**config.mk**
```make
export PLATFORM = sky130hd
export DESIGN_NAME = baud_frame_timer
export DESIGN_NICKNAME = d
export VERILOG_FILES = /design/src/rtl/baud_frame_timer.sv
export SDC_FILE = /design/constraint.sdc
export NUM_CORES = 1
export LEC_CHECK = 0
export CAP_MARGIN = 20
export CORE_ASPECT_RATIO = 0.7
export CORE_UTILIZATION = 35
export CTS_BUF_LIST = sky130_fd_sc_hd__clkbuf_2 sky130_fd_sc_hd__clkbuf_4 sky130_fd_sc_hd__clkbuf_8
export CTS_CLUSTER_DIAMETER = 150
export DETAILED_ROUTE_END_ITERATION = 12
export GPL_TIMING_DRIVEN = 1
export PLACE_DENSITY = 0.54
export SLEW_MARGIN = 20
export SYNTH_ARGS = -nofsm -noshare
export SYNTH_HDL_FRONTEND = slang
export SYNTH_SLANG_ARGS = --single-unit
```
**constraint.sdc**
```tcl
create_clock -name clk -period 1.68 [get_ports clk]
set_input_delay 0.336 -clock clk [delete_from_list [all_inputs] [get_ports clk]]
set_output_delay 0.336 -clock clk [all_outputs]
set_load 0.01 [all_outputs]
```
**src/rtl/baud_frame_timer.sv**
```systemverilog
// baud_frame_timer: bit-time counter for the UART TX/RX control FSMs.
// Latches a baud divisor and frame length on start. It then emits one btu
// strobe per bit period (baud+1 clk cycles), tracks the 0-based bit index,
// and pulses done for one cycle after the final bit of a completed frame.
// Optional feature macro: BAUD_MID_TICK_EN adds the mid-bit strobe output 'mid'.
module baud_frame_timer #(
   parameter int CNT_W = 19,
   parameter int NB_W  = 4
) (
   input  logic             clk,
   input  logic             reset,   // asynchronous, active-low
   input  logic             start,
   input  logic             abort,
   input  logic [CNT_W-1:0] baud,
   input  logic [NB_W-1:0]  nbits,
   output logic             busy,
   output logic             btu,
   output logic [NB_W-1:0]  bit_idx,
   output logic             done
`ifdef BAUD_MID_TICK_EN
   ,
   output logic             mid
`endif
);

   localparam logic [0:0] S_IDLE = 1'b0;
   localparam logic [0:0] S_RUN  = 1'b1;

   logic [0:0]       state;
   logic [CNT_W-1:0] q;
   logic [CNT_W-1:0] baud_l;
   logic [NB_W-1:0]  nbits_l;
   logic             last_bit;

   // A latched frame length of 0 runs as a single bit period.
   always_comb begin
      last_bit = 1'b0;
      if (nbits_l == '0)
         last_bit = (bit_idx == '0);
      else
         last_bit = (bit_idx == nbits_l - NB_W'(1));
   end

   // The bit-period strobe fires on the final cycle of each period, only while running.
   always_comb begin
      btu = (state == S_RUN) && (q == baud_l);
   end

`ifdef BAUD_MID_TICK_EN
   // Mid-bit sampling point for the receiver. It coincides with btu when baud_l is 0.
   always_comb begin
      mid = (state == S_RUN) && (q == (baud_l >> 1));
   end
`endif

   assign busy = (state == S_RUN);

   // Frame FSM, bit-time counter, bit index, latched configuration and done pulse.
   always_ff @(posedge clk or negedge reset) begin
      if (!reset) begin
         state   <= S_IDLE;
         q       <= '0;
         bit_idx <= '0;
         baud_l  <= '0;
         nbits_l <= '0;
         done    <= 1'b0;
      end else begin
         done <= 1'b0;
         case (state)
            S_IDLE: begin
               q       <= '0;
               bit_idx <= '0;
               // When abort and start arrive together, abort wins and the start is dropped.
               if (start && !abort) begin
                  state   <= S_RUN;
                  baud_l  <= baud;
                  nbits_l <= nbits;
               end
            end
            S_RUN: begin
               // Abort takes priority over a coincident btu, so done is never raised on abort.
               if (abort) begin
                  state   <= S_IDLE;
                  q       <= '0;
                  bit_idx <= '0;
               end else if (btu) begin
                  q <= '0;
                  if (last_bit) begin
                     state   <= S_IDLE;
                     bit_idx <= '0;
                     done    <= 1'b1;
                  end else begin
                     bit_idx <= bit_idx + NB_W'(1);
                  end
               end else begin
                  q <= q + CNT_W'(1);
               end
            end
            default: begin
               state   <= S_IDLE;
               q       <= '0;
               bit_idx <= '0;
            end
         endcase
      end
   end

endmodule

```
Yosys cells after proc, flatten, opt, wreduce, memory -nomap -nowiden
Index checks and enable logic that the tools add are counted.
- register bits: 48
- bits in latches: 0
- RAM bits: 0
- ROM bits: 0
- bits of input ports: 27
- output and inout bits: 7
- word-level logic and storage cells: 36
- memories kept: 0
- add/subtract/negate cells: 3
- $mul: 0
- divide/modulo/power cells: 0
- $lt $le $gt $ge: 0
- equal/unequal tests: 3
- shifts and indexed selects: 0
- muxes and demuxes: 17
- bitwise gates (word level): 1
- reductions and logical operators: 6
- operators by type and width (kind ; number):
    2-to-1 mux 19 bit ; 2
    case mux 19 bit (2 select lines) ; 1
    adder 19 x 1 -> 19 bit (second input constant) ; 1
    equality test 19 bit ; 1
    2-to-1 mux 4 bit ; 3
    2-to-1 mux 1 bit ; 9
    zero test 4 bit ; 2
    case mux 4 bit (2 select lines) ; 1
    adder 4 x 1 -> 4 bit (second input constant) ; 1
    equality test 4 bit ; 1
    subtractor 4 x 1 -> 4 bit (second input constant) ; 1
    inequality test 3 bit (second input constant) ; 1
    logical AND 1 bit ; 2
    case mux 1 bit (2 select lines) ; 1
    AND reduction 2 bit ; 1
    zero test 1 bit ; 1
    inverter 1 bit ; 1

Depth between registers and ports, before layout
Gate-level depths: netlist of run 1.
- depth after elaboration: 7
- depth in mapped cells: 7
- depth with buffers taken out: 7

Least setup slack after synthesis of run 1
OpenSTA, ideal clock, no wires.
- path kind: flip-flop to flip-flop
- start: register nbits_l[0]
- end: register bit_idx[3]
- library setup time: 0.103 ns
- data arrival time: 1.590 ns
- required time: 1.577 ns
- slack: -0.014 ns
- cell stages (with the launch flop): 8
- buffers on the path: 0
- clock period less this slack: 1.694 ns
- cells stage by stage: dfrtp_1 > inv_1 > ha_1 > nor3b_1 > nor4_2 > a32oi_2 > nand2_2 > o41ai_2
- word-level cells in the longest chain between the ends: 7
- elaborated cells between the ends (all ways): 8
- those cells by class: add/sub: 1; eq/ne: 1; mux: 5; reduce/logical: 1
- ends and longest elaborated chain (what ; RTL line ; source):
    from (decl) ; 32 ; logic [NB_W-1:0] nbits_l;
    from (signal assigned) ; 77 ; nbits_l <= nbits;
    subtractor 4 x 1 -> 4 bit ; 41 ; last_bit = (bit_idx == nbits_l - NB_W'(1));
    equality test 4 bit ; 41 ;
    2-to-1 mux 1 bit (*) ; 38 ; if (nbits_l == '0)
    2-to-1 mux 4 bit (*) ; 88 ; if (last_bit) begin
    2-to-1 mux 4 bit (*) ; 86 ; end else if (btu) begin
    2-to-1 mux 4 bit (*) ; 82 ; if (abort) begin
    case mux 4 bit (2 select lines) (*) ; 69 ; case (state)
    to (signal assigned) ; 93 ; bit_idx <= bit_idx + NB_W'(1);
    to (decl) ; 18 ; output logic [NB_W-1:0] bit_idx,
Mark *: on every way between the ends. The rest lies on a longest branch, timed or not. The select of a mux whose other input is x is not followed.
A chain may end at the register's enable or synchronous reset.

Worst setup path after layout of run 1
- start: register q[10]
- end: output port btu
- word-level cells in the longest chain between the ends: 2
- ends and longest elaborated chain (what ; RTL line ; source):
    from (decl) ; 30 ; logic [CNT_W-1:0] q;
    from (signal assigned) ; 96 ; q <= q + CNT_W'(1);
    equality test 19 bit ; 46 ; btu = (state == S_RUN) && (q == baud_l);
    logical AND 1 bit ; 46 ;
    to (decl) ; 17 ; output logic btu,
Every way passes these cells.

==> results.md, run 1 <==
- Pwr/cell area: 769 nW/um2
- Required @ worst endpoint: ~1.3 ns
- CP Cell Sequence: xor2_2 > nor4_2 > nand4_1 > inv_1 > buf_2
- Combinational cell fraction of total power: 0.300
- CP endpoint kind: primary output
- Area delta synth->final: 57.2%
- Failing checks: setup timing
- Vias in the first global route: between 2,000 and 2,500
- Slowest stage delay, CP: 0.42 ns
- CP arrival: roughly 1.6 ns
- Flop pwr share: 0.472
- Syn Inst Count: approximately 220
- CP Class: flop to primary output
- RSZ-0062 raised after global routing: true
- Final wirelength: about 6000 um
- Worst Max-Slew Pin Slew: 0.472 ns
- Switching power: roughly 840 uW
- Post-DP Area: ~3300 um2
- Largest net degree at the start of global routing: 49
- Clock tree root driver cell: clkbuf_8
- Post-DP HPWL: roughly 4100 um
- Clk sinks: 48
- GRT Overall Usage: 0.189
- Top cell type's share of synthesized area: 0.496
- Largest area contributor in the netlist: dfrtp_1
- Share of cells above drive strength 1: 0.466
- Routed via count: around 1,900
- Drt drc: 0
- Register area share after synthesis: 0.496
- Yosys Warn Count: 0
- CTS tree: yes
- Synth cell types: 35
- Post-Syn Area: 2420 um2
- Fin Clk Skew: slightly below 0.005 ns
- Die area: around 7300 um2
- Slew headroom: 0.684
- Pre-Repair DR Iteration Count: 4
- CTS buffer count: 5
- Flop and latch count out of synthesis: 48
- Cts hold-fix bufs: 0
- Initial Utilization: 0.375
- Clock slew at reported path FFs: 0.08 ns
- Clock insertion delay at the later pin of the skew report: 0.29 ns
- Worst vdd ir: roughly 0.32 mV
- DR iter-0 viols: 37
- Drt wl/cell: between 10 and 15 um
- Max-slew violation count: 0
- Crit share post-route: 1.16
- Max Cap Violations: 0
- Global route overflow: 0
- Most numerous cell in the Yosys netlist: dfrtp_1
- Port bufs: 33
- Buffers and inverters on the worst path: 2
- FMAX: around 500 MHz
- Post-synth EDFFs: 0
- Final setup vio count: 26
- Sw frac: 0.287
- Syn nets: 247
- CTS HTree Levels: 2
- Worst Path Max Fanout: 2
- CP top delay family: simple AND/OR/NAND/NOR gates
- GPL Wtd Cong: 0.786
- Fin area: 3810 um2
- Hold Path Class: primary input to asynchronous set/reset pin
- Status: finished with violations
- First-pass GRT wire length: ~10,000 um
- Initial antenna violation count: 0
- Fin nets: ~350
- Slowest cell on crit path: dfrtp_1
- Post-synth top cells: dfrtp_1 (48), nor2_1 (26), mux2_2 (21), xnor2_1 (21), xor2_1 (20)
- Final Hold Viols: 0
- Ranking of synthesized cells by area: dfrtp_1 (50%), mux2_2 (9.8%), xnor2_1 (7.6%)
- Crit path time final: between 1.5 and 2 ns
- Cell Int Power: ~2.1 mW
- Via/cell ratio: approximately 4.7
- Slack of the critical path: -0.274 ns
- Clock power share: 0.228
- Startpoint class of the critical path: flop
- Chip height: around 70 um
- Clk buf depth: 2
- Main synth FF type: dfrtp_1
- Detail Route Antenna Nets: 0
- Die X: 101 um
- Ant diodes: 0
- Hold_ws: ~0.017 ns
- Syn avg cell area: around 11 um2
- Non-filler cells, final: roughly 410
- Row Count: 24
- P_leak: between 1.5 and 2 nW
- Async set-reset flop share out of synthesis: 1.00
- Core Area: ~6500 um2
- Placed cell count: between 300 and 400
- Top Ports: 34
## per-layer routing
metal / up-vias / GRT usage / part of all wire / wire [um]
li1: 957 / - / - / -
met1: 931 / 0.297 / 0.53 / 3280
met2: 38 / 0.269 / 0.43 / 2630
met3: 2 / 0.0371 / 0.035 / 217
met4: 0 / 0.0338 / 0.0037 / 23
met5: - / 0 / 0 / 0
## power by group through the flow
stage                     clock network (mW)  logic, mW  registers [mW]
final                                  0.668      0.880            1.38
after global placement                     0      0.708            1.40
after CTS                              0.701      0.839            1.38
after global routing                   0.740      0.956            1.40
after detailed placement                   0      0.711            1.40
after floorplan                            0      0.360            1.38
## worst register-to-register path, stage by stage, from the launching register on
cell and delay, ns:
dfrtp_1 0.42, xor2_2 0.20, nor4_2 0.32, nand4_1 0.19, buf_4 0.18, buf_6 0.12, buf_6 0.11, nand4bb_1 0.20
a21oi_2 0.14
## per-stage QoR
stage | setup WS (ns) | util | total power [mW] | TNS (ns)
after global placement | -0.420 | 0.511 | 2.10 | -5.30
after global routing | -0.390 | 0.590 | 3.10 | -6.38
after floorplan | 0.00969 | - | 1.74 | 0
after detailed placement | -0.412 | 0.511 | 2.11 | -5.20
after CTS | -0.304 | 0.569 | 2.92 | -2.47
final | -0.274 | 0.590 | 2.93 | -3.69
## cell families after synthesis
logic type	after synthesis	share of synthesized area
buffers and inverters	11	0.0181
muxes	21	0.0976
xor gates and xnor gates	41	0.148
adders and majority gates	5	0.0258
and+or+nand+nor	76	0.173
AOI/OAI and AO/OA	13	0.0413
DFF	48	0.496
## final cells by class
class / count / area, um2
clock inverter: 1 / 5.00
inverter: 8 / 30.0
sequential: 48 / 1200
fill: 557 / 2650
clock buffer: 6 / 76.3
tap: 91 / 114
timing repair buffer: 103 / 926
multi-input combinational: 156 / 1460
## cell usage in the layout (no fill, tap or decap), types with 3 or more instances in the layout
cell and instances:
buf_4 61, nor4_2 3, clkdlybuf4s50_1 28, nand4_1 7, clkbuf_8 5, xor2_1 18
nor2_4 12, o21ai_0 3, ha_1 4, buf_6 4, and3_1 3, nor2_1 8
dfrtp_1 48, nand2_1 9, buf_12 3, xnor2_1 17, xnor2_2 4, nor2_2 6
mux2_2 21, inv_1 6, nand3_1 8
## path summary, 6_finish.rpt
kind | start | endpoint | slack (ns) | depth (start not counted)
max in group asynchronous | reset | q[17]$_DFF_PN0_ | 1.44 | 2
worst min register to register | baud_l[11]$_DFFE_PN0P_ | baud_l[11]$_DFFE_PN0P_ | 0.54 | 1
min in group clk | baud_l[11]$_DFFE_PN0P_ | baud_l[11]$_DFFE_PN0P_ | 0.54 | 1
worst min-delay path | reset | baud_l[7]$_DFFE_PN0P_ | 0.02 | 2
worst max-delay path | q[10]$_DFF_PN0_ | btu | -0.27 | 5
worst max register to register | q[10]$_DFF_PN0_ | bit_idx[2]$_DFFE_PN0P_ | -0.26 | 8
## sequential cells by signal, summed over array words and instances, names as in the netlist
register	cells
baud_l	19
bit_idx	4
busy	1
done	1
nbits_l	4
q	19
## repair_timing
| item | 4_1_cts | 5_1_grt |
|---|---|---|
| resized for setup | 41 | 36 |
| endpoints found under the setup margin | 28 | 29 |
| gates cloned | 3 | 0 |
| pin swaps | 21 | 14 |
| setup buffers | 11 | 4 |
Power figures use the tool's default switching activity.
==> run 2: changes to the inputs <==
Settings changed: CORE_MARGIN set to 2, SLEW_MARGIN 20 to 5.
==> results.md, run 2 (synthesis results as in run 1) <==
- Register area: 1200 um2 (about the same)
- Area delta synth->final: 57.5% (was 57.2%)
- Chip height: 73.6 um (was 71.6 um)
- Clk buf depth: 2 (unchanged)
- Worst Path Max Fanout: 2 (unchanged)
- CTS tree: yes (unchanged)
- Detail Route Antenna Nets: 0 (unchanged)
- Fill count: 584 (was 557)
- Hold Path Class: primary input to asynchronous set/reset pin (unchanged)
- First-pass GRT wire length: 9670 um (was 10,300 um)
- GRT Overall Usage: 0.170 (was 0.189)
- Pre-Repair DR Iteration Count: 4 (unchanged)
- Clock tree root driver cell: clkbuf_8 (unchanged)
- Clock slew at reported path FFs: 0.10 ns (was 0.08 ns)
- Final Hold Viols: 0 (unchanged)
- Crit path time final: 1.94 ns (was 1.95 ns)
- Max Cap Violations: 0 (unchanged)
- CP Class: flop to primary output (unchanged)
- Drt drc: 0 (unchanged)
- Port bufs: 33 (unchanged)
- Initial antenna violation count: 0 (unchanged)
- Via/cell ratio: 4.49 (was 4.67)
- Status: finished with violations (unchanged)
- Routed via count: 1,880 (was 1,928)
- Worst Max-Slew Pin Slew: 0.486 ns (was 0.472 ns)
- DR iter-0 viols: 41 (was 37)
- Largest net degree at the start of global routing: 49 (unchanged)
- P_leak: 1.67 nW (was 1.64 nW)
- Top Ports: 34 (unchanged)
- Clock insertion delay at the later pin of the skew report: 0.30 ns (was 0.29 ns)
- Slew headroom: 0.675 (was 0.684)
- Ant diodes: 0 (unchanged)
- CP endpoint kind: primary output (unchanged)
- GPL Wtd Cong: 0.817 (was 0.786)
- Row Count: 25 (was 24)
- Die area: 7610 um2 (was 7260 um2)
- Required @ worst endpoint: 1.34 ns (about the same)
- CTS HTree Levels: 2 (unchanged)
- Final Core Density: 0.567 (was 0.590)
- Crit share post-route: 1.15 (was 1.16)
- Share of cells above drive strength 1: 0.431 (was 0.466)
- Worst vdd ir: 0.441 mV (was 0.324 mV)
- Fin area: 3810 um2 (about the same)
- Drt wl/cell: 14.1 um (was 14.9 um)
- FMAX: 517 MHz (was 512 MHz)
- Initial Utilization: 0.360 (was 0.375)
- Most common cell after layout, fill and taps aside: buf_4 (unchanged)
- Final setup vio count: 25 (was 26)
- Global route overflow: 0 (unchanged)
- CTS buffer count: 5 (unchanged)
- Core Area: 6730 um2 (was 6460 um2)
- Final wirelength: 5890 um (was 6160 um)
- Fin Setup TNS: -3.72 ns (was -3.69 ns)
- Post-DP HPWL: 4130 um (about the same)
- Die X: 103 um (was 101 um)
- CP arrival: 1.60 ns (was 1.62 ns)
- Vias in the first global route: 1,921 (was 2,016)
- Max-slew violation count: 0 (unchanged)
- RSZ-0062 raised after global routing: true (unchanged)
- Fin nets: 356 (was 354)
- Fin Clk Skew: 0.0112 ns (was 0.00492 ns)
- Failing checks: setup timing (unchanged)
- Slack of the critical path: -0.256 ns (was -0.274 ns)
- Pwr/cell area: 800 nW/um2 (was 769 nW/um2)
- Post-DP Area: 3340 um2 (was 3300 um2)
- Most frequent cells in the layout: buf_4 (61), dfrtp_1 (46), clkdlybuf4s50_1 (28), nor2_1 (24), mux2_2 (21) (was buf_4 (61), dfrtp_1 (48), clkdlybuf4s50_1 (28), mux2_2 (21), xor2_1 (18))
- Area of the multi-input gates: 1380 um2 (was 1460 um2)
- Clk sinks: 48 (unchanged)
- Startpoint class of the critical path: flop (unchanged)
- Biggest regs: baud_l: 19 flops, q: 19 flops (unchanged)
-- run 2: worst paths after layout --
| path | startpoint | to | slack (ns) | cells after the start |
|---|---|---|---|---|
| setup / recovery | q[9]$_DFF_PN0_ | btu | -0.26 | 5 |
| hold / removal | reset | q[3]$_DFF_PN0_ | 0.005 | 2 |
| setup reg to reg | q[10]$_DFF_PN0_ | bit_idx[0]$_DFFE_PN0P_ | -0.23 | 8 |
| hold reg to reg | baud_l[8]$_DFFE_PN0P_ | baud_l[8]$_DFFE_PN0P_ | 0.53 | 1 |
| max in group asynchronous | reset | q[12]$_DFF_PN0_ | 1.44 | 2 |
| min in group clk | baud_l[8]$_DFFE_PN0P_ | baud_l[8]$_DFFE_PN0P_ | 0.53 | 1 |
-- run 2: power by group --
| part | internal [mW] | switching, mW |
|---|---|---|
| combinational | 0.558 | 0.374 |
| sequential | 1.28 | 0.102 |
| clock | 0.334 | 0.405 |
-- run 2: repair_timing --
item,4_1_cts,5_1_grt
endpoints found under the setup margin,29,26
gates cloned,2,1
hold buffers,0,0
setup buffers,6,5
pin swaps,11,8
resized for setup,30,18
-- run 2: cell type report --
type | count | share of cell area
multi-input cells | 156 | 0.362
flip-flops and latches | 48 | 0.316
repair buffers | 105 | 0.258
well taps | 94 | 0.0308
clock buffers | 6 | 0.0216
inverters | 8 | 0.00787
clock inverters | 2 | 0.00394
-- run 2: per-stage QoR --
step	hold slack (ns)	worst slack (ns)	total power, mW	std cells
after floorplan	0.0404	0.00969	1.74	215
after global routing	0.0201	-0.366	3.23	419
final	0.00516	-0.256	3.05	419
after global placement	0.345	-0.381	2.10	397
after CTS	0.0152	-0.334	2.95	413
after detailed placement	0.345	-0.428	2.11	397
-- run 2: worst max-delay path: stages, from the launching register on --
cell,delay [ns]
dfrtp_1,0.40
xor2_1,0.19
nor4_2,0.33
nand4_1,0.19
inv_1,0.09
buf_2,0.13
-- run 2: per-layer routing --
metal / up-vias / track usage / wire (um)
li1: 956 / - / -
met1: 897 / 0.268 / 3230
met2: 25 / 0.239 / 2460
met3: 2 / 0.0371 / 174
met4: 0 / 0.0263 / 25
met5: - / 0 / 0
==> run 3: changes to the inputs <==
Settings changed: CORE_MARGIN 2 to not set, SKIP_CTS_REPAIR_TIMING set to 1.
==> results.md, run 3 (synthesis results as in run 1) <==
- Initial Utilization: 0.375 (was 0.360)
- Clock slew at reported path FFs: 0.09 ns (was 0.10 ns)
- Buffers and inverters on the worst path: 2 (unchanged)
- Die X: 101 um (was 103 um)
- Global route overflow: 0 (unchanged)
- Fin nets: 353 (was 356)
- Pwr/cell area: 797 nW/um2 (was 800 nW/um2)
- Slowest cell on crit path: dfrtp_1 (unchanged)
- RSZ-0062 raised after global routing: true (unchanged)
- Placed cell count: 391 (was 397)
- Row Count: 24 (was 25)
- Fill count: 568 (was 584)
- CP Class: flop to primary output (unchanged)
- Hold_ws: 0.0119 ns (was 0.00516 ns)
- Reg-to-Reg Start: baud_l[8]$_DFFE_PN0P_ (was q[10]$_DFF_PN0_)
- RR Endpoint: bit_idx[1]$_DFFE_PN0P_ (was bit_idx[0]$_DFFE_PN0P_)
- Post-DP HPWL: 4130 um (about the same)
- Register area: 1200 um2 (unchanged)
- Most common cell after layout, fill and taps aside: buf_4 (unchanged)
- Vias in the first global route: 1,830 (was 1,921)
- Crit path time final: 1.95 ns (was 1.94 ns)
- DR iter-0 viols: 47 (was 41)
- Initial antenna violation count: 0 (unchanged)
- R2R depth: 8 (unchanged)
- Final Hold Viols: 0 (unchanged)
- Clk sinks: 48 (unchanged)
- Slew headroom: 0.748 (was 0.675)
- Worst Path Max Fanout: 2 (unchanged)
- Required @ worst endpoint: 1.34 ns (about the same)
- CP endpoint kind: primary output (unchanged)
- Chip height: 71.6 um (was 73.6 um)
- Biggest regs: baud_l: 19 flops, q: 19 flops (unchanged)
- Via/cell ratio: 4.60 (was 4.49)
- Final setup vio count: 25 (unchanged)
- Top Ports: 34 (unchanged)
- Fin Clk Skew: 0.00385 ns (was 0.0112 ns)
- Ant diodes: 0 (unchanged)
- Worst vdd ir: 0.319 mV (was 0.441 mV)
- CP arrival: 1.62 ns (was 1.60 ns)
- CP Cell Sequence: xor2_1 > nor4_2 > nand4_1 > inv_1 > clkbuf_2 (was xor2_1 > nor4_2 > nand4_1 > inv_1 > buf_2)
- Setup slack, reg-to-reg: -0.23 ns (about the same)
- Drt drc: 0 (unchanged)
- Clock insertion delay at the later pin of the skew report: 0.29 ns (was 0.30 ns)
- CP top delay family: simple AND/OR/NAND/NOR gates (unchanged)
- Share of cells above drive strength 1: 0.433 (was 0.431)
- Detail Route Antenna Nets: 0 (unchanged)
- Pre-Repair DR Iteration Count: 4 (unchanged)
- GRT Overall Usage: 0.168 (was 0.170)
- P_leak: 1.67 nW (about the same)
- Max Cap Violations: 0 (unchanged)
- FMAX: 512 MHz (was 517 MHz)
- Port bufs: 33 (unchanged)
- Routed via count: 1,895 (was 1,880)
- Crit share post-route: 1.16 (was 1.15)
- Status: finished with violations (unchanged)
- Most frequent cells in the layout: buf_4 (64), dfrtp_1 (46), clkdlybuf4s50_1 (28), nor2_1 (24), mux2_2 (21) (was buf_4 (61), dfrtp_1 (46), clkdlybuf4s50_1 (28), nor2_1 (24), mux2_2 (21))
- Clk buf depth: 2 (unchanged)
- Die area: 7260 um2 (was 7610 um2)
- Area of the multi-input gates: 1420 um2 (was 1380 um2)
- Area delta synth->final: 54.5% (was 57.5%)
- Largest net degree at the start of global routing: 49 (unchanged)
- Startpoint class of the critical path: flop (unchanged)
- First-pass GRT wire length: 9160 um (was 9670 um)
- Worst Max-Slew Pin Slew: 0.374 ns (was 0.486 ns)
- Final wirelength: 5910 um (was 5890 um)
- CTS HTree Levels: 2 (unchanged)
- CTS tree: yes (unchanged)
- GPL Wtd Cong: 0.786 (was 0.817)
- Non-filler cells, final: 412 (was 419)
- Slowest stage delay, CP: 0.40 ns (about the same)
- Core Area: 6460 um2 (was 6730 um2)
- Drt wl/cell: 14.3 um (was 14.1 um)
- CTS buffer count: 5 (unchanged)
- Slack of the critical path: -0.274 ns (was -0.256 ns)
- Max-slew violation count: 0 (unchanged)
- Clock tree root driver cell: clkbuf_8 (unchanged)
- Failing checks: setup timing (unchanged)
- Final Power: 2.98 mW (was 3.05 mW)
- Hold Path Class: primary input to asynchronous set/reset pin (unchanged)
## run 3: power breakdown
| group | total, mW | internal, mW | switching (mW) |
|---|---|---|---|
| Clock | 0.675 | 0.300 | 0.375 |
| Sequential | 1.39 | 1.28 | 0.105 |
| Combinational | 0.924 | 0.544 | 0.380 |
| Total | 2.98 | 2.12 | 0.860 |
## run 3: how the worst max path moves through the flow
stage,startpoint,cells past startpoint,slack [ns],to
after floorplan,q[10]$_DFF_PN0_,6,0.01,bit_idx[3]$_DFFE_PN0P_
after global placement,q[10]$_DFF_PN0_,5,-0.42,btu
after detailed placement,q[10]$_DFF_PN0_,5,-0.41,btu
after CTS,q[10]$_DFF_PN0_,5,-0.76,btu
after global routing,q[4]$_DFF_PN0_,5,-0.38,btu
final,q[1]$_DFF_PN0_,5,-0.27,btu
## run 3: worst register-to-register path, cell delays in order (launching register included)
cell and delay [ns]:
dfrtp_1 0.43, xor2_2 0.20, buf_4 0.15, nor4b_4 0.31, nand3_2 0.13, nor3_4 0.25
nand2_2 0.15, buf_6 0.14, o32ai_2 0.07
## run 3: area by class of cell
class,instances,share of cell area
Clock buffer,6,0.0204
Clock inverter,1,0.00134
Inverter,8,0.00802
Multi-Input combinational cell,156,0.379
Sequential cell,48,0.322
Tap cell,91,0.0304
Timing Repair Buffer,102,0.239
## run 3: through the flow
stage	utilization	worst slack (ns)	setup TNS (ns)	area, um2
after CTS	0.523	-0.755	-3.67	3380
after global routing	0.580	-0.376	-4.25	3740
after detailed placement	0.511	-0.412	-5.20	3300
after floorplan	-	0.00969	0	2430
final	0.580	-0.274	-1.84	3740
after global placement	0.511	-0.420	-5.30	3300
## run 3: layer usage
layer	track usage	wire length, um	vias up
met3	0.0371	166	4
met5	0	0	-
met4	0.0338	36	0
met1	0.271	3270	915
li1	-	-	949
met2	0.226	2440	27
